`src/rtl/ds_tx_pkg.sv`:
```
// Shared definitions for the differential-buffer transmit serializer.
//   ds_state_e : framing FSM states (idle, lead-in, data shift, tail-out)
//   cnt_width  : width of the cycle/bit counter, sized so that the counter
//                never wraps within any state
package ds_tx_pkg;

  typedef enum logic [1:0] {
    StIdle  = 2'd0,
    StLead  = 2'd1,
    StShift = 2'd2,
    StTail  = 2'd3
  } ds_state_e;

  // $clog2(max(data_w, lead, tail, 1) + 1)
  function automatic int unsigned cnt_width(input int unsigned data_w,
                                            input int unsigned lead,
                                            input int unsigned tail);
    int unsigned m;
    m = 1;
    if (data_w > m) m = data_w;
    if (lead > m) m = lead;
    if (tail > m) m = tail;
    return $clog2(m + 1);
  endfunction

endpackage

```
`src/rtl/ds_tx_shreg.sv`:
```
// Loadable shift register feeding the serializer's data bit.
// Ports:
//   clk_i       : clock, rising edge
//   rst_i       : synchronous active-high reset, clears the register
//   load_i      : load data_i (wins over shift_i)
//   shift_i     : advance one bit toward the output end
//   data_i      : parallel word to load
//   head_next_o : bit that will sit at the output end after this edge;
//                 lets the parent register tx_i with no extra cycle of latency
module ds_tx_shreg #(
  parameter int unsigned DATA_W    = 8,
  parameter int unsigned MSB_FIRST = 1
) (
  input  logic              clk_i,
  input  logic              rst_i,
  input  logic              load_i,
  input  logic              shift_i,
  input  logic [DATA_W-1:0] data_i,
  output logic              head_next_o
);

  logic [DATA_W-1:0] shreg_q, shreg_d;

  always_comb begin
    shreg_d = shreg_q;
    if (load_i) begin
      shreg_d = data_i;
    end else if (shift_i) begin
      if (MSB_FIRST != 0) shreg_d = {shreg_q[DATA_W-2:0], 1'b0};
      else                shreg_d = {1'b0, shreg_q[DATA_W-1:1]};
    end
    head_next_o = (MSB_FIRST != 0) ? shreg_d[DATA_W-1] : shreg_d[0];
  end

  always_ff @(posedge clk_i) begin
    if (rst_i) shreg_q <= '0;
    else       shreg_q <= shreg_d;
  end

endmodule

```
`src/rtl/ds_tx_serializer.sv`:
```
// Serializer in front of a tristate differential output buffer. Words arrive
// over valid/ready and leave one bit per clock on tx_i, framed by LEAD_CYCLES
// and TAIL_CYCLES of driven-low pad so the bus turns around cleanly.
// Ports:
//   clk        : clock, rising edge
//   rst        : synchronous active-high reset
//   in_data    : word to transmit, sampled on acceptance
//   in_valid   : in_data valid
//   in_ready   : word can be accepted this cycle (combinational from state)
//   tx_i       : serial data to the buffer I pin (registered)
//   tx_oe      : output enable to the buffer OE pin (registered)
//   busy       : FSM not idle
//   frame_done : one-cycle pulse on the first idle cycle after a burst
module ds_tx_serializer
  import ds_tx_pkg::*;
#(
  parameter int unsigned DATA_W      = 8,
  parameter int unsigned LEAD_CYCLES = 2,
  parameter int unsigned TAIL_CYCLES = 2,
  parameter int unsigned MSB_FIRST   = 1
) (
  input  logic              clk,
  input  logic              rst,
  input  logic [DATA_W-1:0] in_data,
  input  logic              in_valid,
  output logic              in_ready,
  output logic              tx_i,
  output logic              tx_oe,
  output logic              busy,
  output logic              frame_done
);

  localparam int unsigned CntW = cnt_width(DATA_W, LEAD_CYCLES, TAIL_CYCLES);
  localparam logic [CntW-1:0] LastBit  = CntW'(DATA_W - 1);
  localparam logic [CntW-1:0] LastLead = CntW'((LEAD_CYCLES > 0) ? LEAD_CYCLES - 1 : 0);
  localparam logic [CntW-1:0] LastTail = CntW'((TAIL_CYCLES > 0) ? TAIL_CYCLES - 1 : 0);

  ds_state_e       state_q;
  logic [CntW-1:0] cnt_q;
  logic            tx_i_q, tx_oe_q, frame_done_q;
  logic            accept;
  logic            head_next;

  // Ready on the last data bit as well, so back-to-back words stream
  // without lead/tail in between.
  assign in_ready = (state_q == StIdle) || ((state_q == StShift) && (cnt_q == LastBit));
  assign accept   = in_valid && in_ready;

  ds_tx_shreg #(
    .DATA_W    (DATA_W),
    .MSB_FIRST (MSB_FIRST)
  ) u_shreg (
    .clk_i       (clk),
    .rst_i       (rst),
    .load_i      (accept),
    .shift_i     (state_q == StShift),
    .data_i      (in_data),
    .head_next_o (head_next)
  );

  // Outputs are registered from the next state, so the first lead (or data)
  // cycle appears the cycle after acceptance.
  always_ff @(posedge clk) begin
    if (rst) begin
      state_q      <= StIdle;
      cnt_q        <= '0;
      tx_i_q       <= 1'b0;
      tx_oe_q      <= 1'b0;
      frame_done_q <= 1'b0;
    end else begin
      frame_done_q <= 1'b0;
      unique case (state_q)
        StIdle: begin
          if (accept) begin
            cnt_q   <= '0;
            tx_oe_q <= 1'b1;
            if (LEAD_CYCLES > 0) begin
              state_q <= StLead;
              tx_i_q  <= 1'b0;
            end else begin
              state_q <= StShift;
              tx_i_q  <= head_next;
            end
          end
        end
        StLead: begin
          if (cnt_q == LastLead) begin
            state_q <= StShift;
            cnt_q   <= '0;
            tx_i_q  <= head_next;
          end else begin
            cnt_q <= cnt_q + 1'b1;
          end
        end
        StShift: begin
          if (cnt_q == LastBit) begin
            cnt_q <= '0;
            if (accept) begin
              tx_i_q <= head_next;
            end else if (TAIL_CYCLES > 0) begin
              state_q <= StTail;
              tx_i_q  <= 1'b0;
            end else begin
              state_q      <= StIdle;
              tx_i_q       <= 1'b0;
              tx_oe_q      <= 1'b0;
              frame_done_q <= 1'b1;
            end
          end else begin
            cnt_q  <= cnt_q + 1'b1;
            tx_i_q <= head_next;
          end
        end
        StTail: begin
          if (cnt_q == LastTail) begin
            state_q      <= StIdle;
            cnt_q        <= '0;
            tx_oe_q      <= 1'b0;
            frame_done_q <= 1'b1;
          end else begin
            cnt_q <= cnt_q + 1'b1;
          end
        end
      endcase
    end
  end

  assign tx_i       = tx_i_q;
  assign tx_oe      = tx_oe_q;
  assign frame_done = frame_done_q;
  assign busy       = (state_q != StIdle);

endmodule

```
`config.mk`:
```
export PLATFORM = sky130hd
export DESIGN_NAME = ds_tx_serializer
export DESIGN_NICKNAME = d
export VERILOG_FILES = /design/src/rtl/ds_tx_pkg.sv /design/src/rtl/ds_tx_shreg.sv /design/src/rtl/ds_tx_serializer.sv
export SDC_FILE = /design/constraint.sdc
export NUM_CORES = 1
export LEC_CHECK = 0
export CORE_MARGIN = 5
export CORE_UTILIZATION = 51
export DETAILED_ROUTE_END_ITERATION = 6
export PLACE_DENSITY = 0.85
export SKIP_CTS_REPAIR_TIMING = 1
export SLEW_MARGIN = 20
export SYNTH_ARGS = -nofsm -noshare
export SYNTH_HDL_FRONTEND = slang
export SYNTH_SLANG_ARGS = --single-unit
```
`constraint.sdc`:
```
create_clock -name clk -period 2.4 [get_ports clk]
set_input_delay 0.48 -clock clk [delete_from_list [all_inputs] [get_ports clk]]
set_output_delay 0.48 -clock clk [all_outputs]
set_load 0.05 [all_outputs]
```
==> out/metrics.csv <==
metric,value,unit
first-pass GRT wire length,3.39,mm
Num CTS Buffers,3,
TritonCTS Sinks,17,
CTS Root Cell,clkbuf_4,
hold-critical path depth,2,
Netlist cell types,34,
synthesized flop and latch total,17,
Worst Clk Skew,0.546,ps
H-tree Lvls,1,
Core Area,1760,µm²
post-DP HPWL,1.53,mm
clock transition at the registers of the reported paths,90,ps
Setup Slack @ Placement,324,ps
Ports,16,
cell count along the critical path,5,
IO buf count,15,
placed cells,146,
fraction of layout cells with a size suffix above 1,13.6,%
total routed wirelength,2.00,mm
R2R Setup Slk,470,ps
Main synth FF type,dfxtp_1,
# setup viols final,0,
Slew @ Worst Pin,497,ps
worst reg2reg endpoint,tx_i$_SDFFE_PP0P_,
fin nets,144,
Post-Syn Area,976,µm²
CP required,1920,ps
Critical Path Source Type,flip-flop,
top cell type's share of synthesized area,34.9,%
post-synthesis sequential area ratio,34.9,%
YS warnings,0,
Hold Path Class,flip-flop to flip-flop,
Layout fillers,153,
Area Growth Syn to Fin,20.9,%
routed len/inst,13.3,µm
Starting DRT DRC Count,11,
RSZ-0062 raised after global routing,no,
slowest CP cell,dfxtp_1,
CP Class,flip-flop to primary output,
Worst Slack Setup Final,179,ps
TritonCTS clock tree,built,
DRT Pass-1 Iters,4,
Final Max Slew Viols,0,
number of synthesized flops with an enable pin,0,
final period utilization,92.5,%
R2R cell count,6,
die width,53.7,µm
placement row count,15,
Die H,53.7,µm
Initial Util,55.3,%
kind of cell adding the most delay to the critical path,simple AND/OR/NAND/NOR gates,
mean post-synth cell area,9.04,µm²
CP max FO,4,
design area,1180,µm²
PD cells,1100,nW/µm²
die area,2890,µm²
GR Overflow Total,0,
worst hold endpoint,tx_i$_SDFFE_PP0P_,
Pleak,0.000471,µW
worst skew pair latency,290,ps
hold path start,tx_i$_SDFFE_PP0P_,
Placer Congestion,0.926,
initial antenna violation count,0,
Fin Setup TNS,0,ps
"antenna viol nets, final",0,
"top cells by area, synth","dfxtp_1 35%, mux2i_1 9.2%, ha_1 9.0%",
# Max-Cap Violations,0,
Slew headroom,66.7,%
fmax,450,MHz
fin cells,150,
placed cell area,1150,µm²
Post-Syn Instances,108,
Synth Net Count,126,
Worst Setup End Kind,primary output,
clk buf depth,2,
crit-path cells,"inv_1, ha_1, and4b_2, or2_2, buf_4",
biggest cell delay along the critical path,400,ps
Via Count,835,
Buf/Inv on CP,2,
largest net degree at the start of global routing,15,
final hold vios,0,
outcome,"complete, no violations",
drt via density,5.57,
worst ir drop on vdd,0.815,mV
Crit path arrival time,1740,ps
GRT Overall Usage,16.4,%
DRC viols,0,
# diodes,0,
"FFs w/ async S/R, synth",0,%
number of global-route vias before repair,822,
r2r startpoint,state_q[0]$_SDFFE_PP0P_,
Final Critical Period,2220,ps
post-synth top area cell,dfxtp_1,
layout by cell type, fill, tap and decap left out, types with 2 or more instances in the layout:
cell and count:
a211oi_1 8, ha_1 7, nand3_1 2, clkbuf_4 3
or2_2 2, nor2b_1 2, buf_4 5, nor2_1 15
a21oi_1 6, inv_1 6, mux2i_1 9, dfxtp_1 17
or3_1 2, clkdlybuf4s50_1 13, nand2_1 7
metal layers:
layer,global-route usage (%),wire length (µm),up-vias
met5,0,0,-
met4,8.94,24,0
met3,4.16,132,4
met2,27.4,953,30
met1,18.8,886,378
li1,-,-,423
cells in the mapped netlist (2+ instances only):
library cell / n
nor2b_1: 2
nand3_1: 2
ha_1: 7
a21oi_1: 6
or2_2: 2
nor2_1: 15
or3_1: 2
buf_2: 2
mux2i_1: 9
a211oi_1: 8
dfxtp_1: 17
clkbuf_1: 3
nand2_1: 7
inv_1: 6
cell families (layout without fill, tap and decap cells):
kind of cell / after synthesis / count (layout) / share of synthesized area [%]
simple gates: 39 / 39 / 21.3
buf+inv: 11 / 28 / 4.49
compound gates: 24 / 24 / 20.0
flops: 17 / 17 / 34.9
fa+ha+maj: 7 / 7 / 8.97
mux: 10 / 10 / 10.4
flip-flops by register name, indices dropped and copies added (netlist names):
name and cells:
tx_oe 1, cnt_q 4, tx_i 1, state_q 2
u_shreg.shreg_q 8, frame_done 1
stage by stage:
step / util [%] / power [µW] / hold slack, ps
floorplan: - / 970 / 462
global placement: 65.4 / 1110 / 477
detailed placement: 65.4 / 1140 / 490
CTS: 66.9 / 1300 / 514
global route: 66.9 / 1400 / 545
finish: 66.9 / 1290 / 506
layout make-up:
cell class / count / area (µm²) / area share (%)
Timing Repair Buffer: 18 / 168 / 14.2
Sequential cell: 17 / 340 / 28.8
Inverter: 6 / 22.5 / 1.91
Multi-Input combinational cell: 80 / 592 / 50.2
Clock buffer: 4 / 26.3 / 2.23
Tap cell: 25 / 31.3 / 2.65
report_power, final:
part	leakage, µW	switching (µW)	total, µW	internal [µW]
sequential	0.000139	47.6	398	350
clock	0.0000150	86.1	151	64.6
combinational	0.000317	439	746	307
tightest hold or removal path, cell delays in order, from the launching register on:
cell and delay [ps]:
dfxtp_1 330, nand3_1 80, o41ai_2 60
worst max-delay path by stage:
stage / start / endpoint / slack [ps]
floorplan: state_q[0]$_SDFFE_PP0P_ / in_ready / 600
global placement: in_valid / state_q[1]$_SDFFE_PP0P_ / 390
detailed placement: in_valid / state_q[1]$_SDFFE_PP0P_ / 320
CTS: state_q[0]$_SDFFE_PP0P_ / in_ready / 170
global route: state_q[0]$_SDFFE_PP0P_ / in_ready / 70
finish: state_q[0]$_SDFFE_PP0P_ / in_ready / 180
Power figures use the tool's default switching activity.
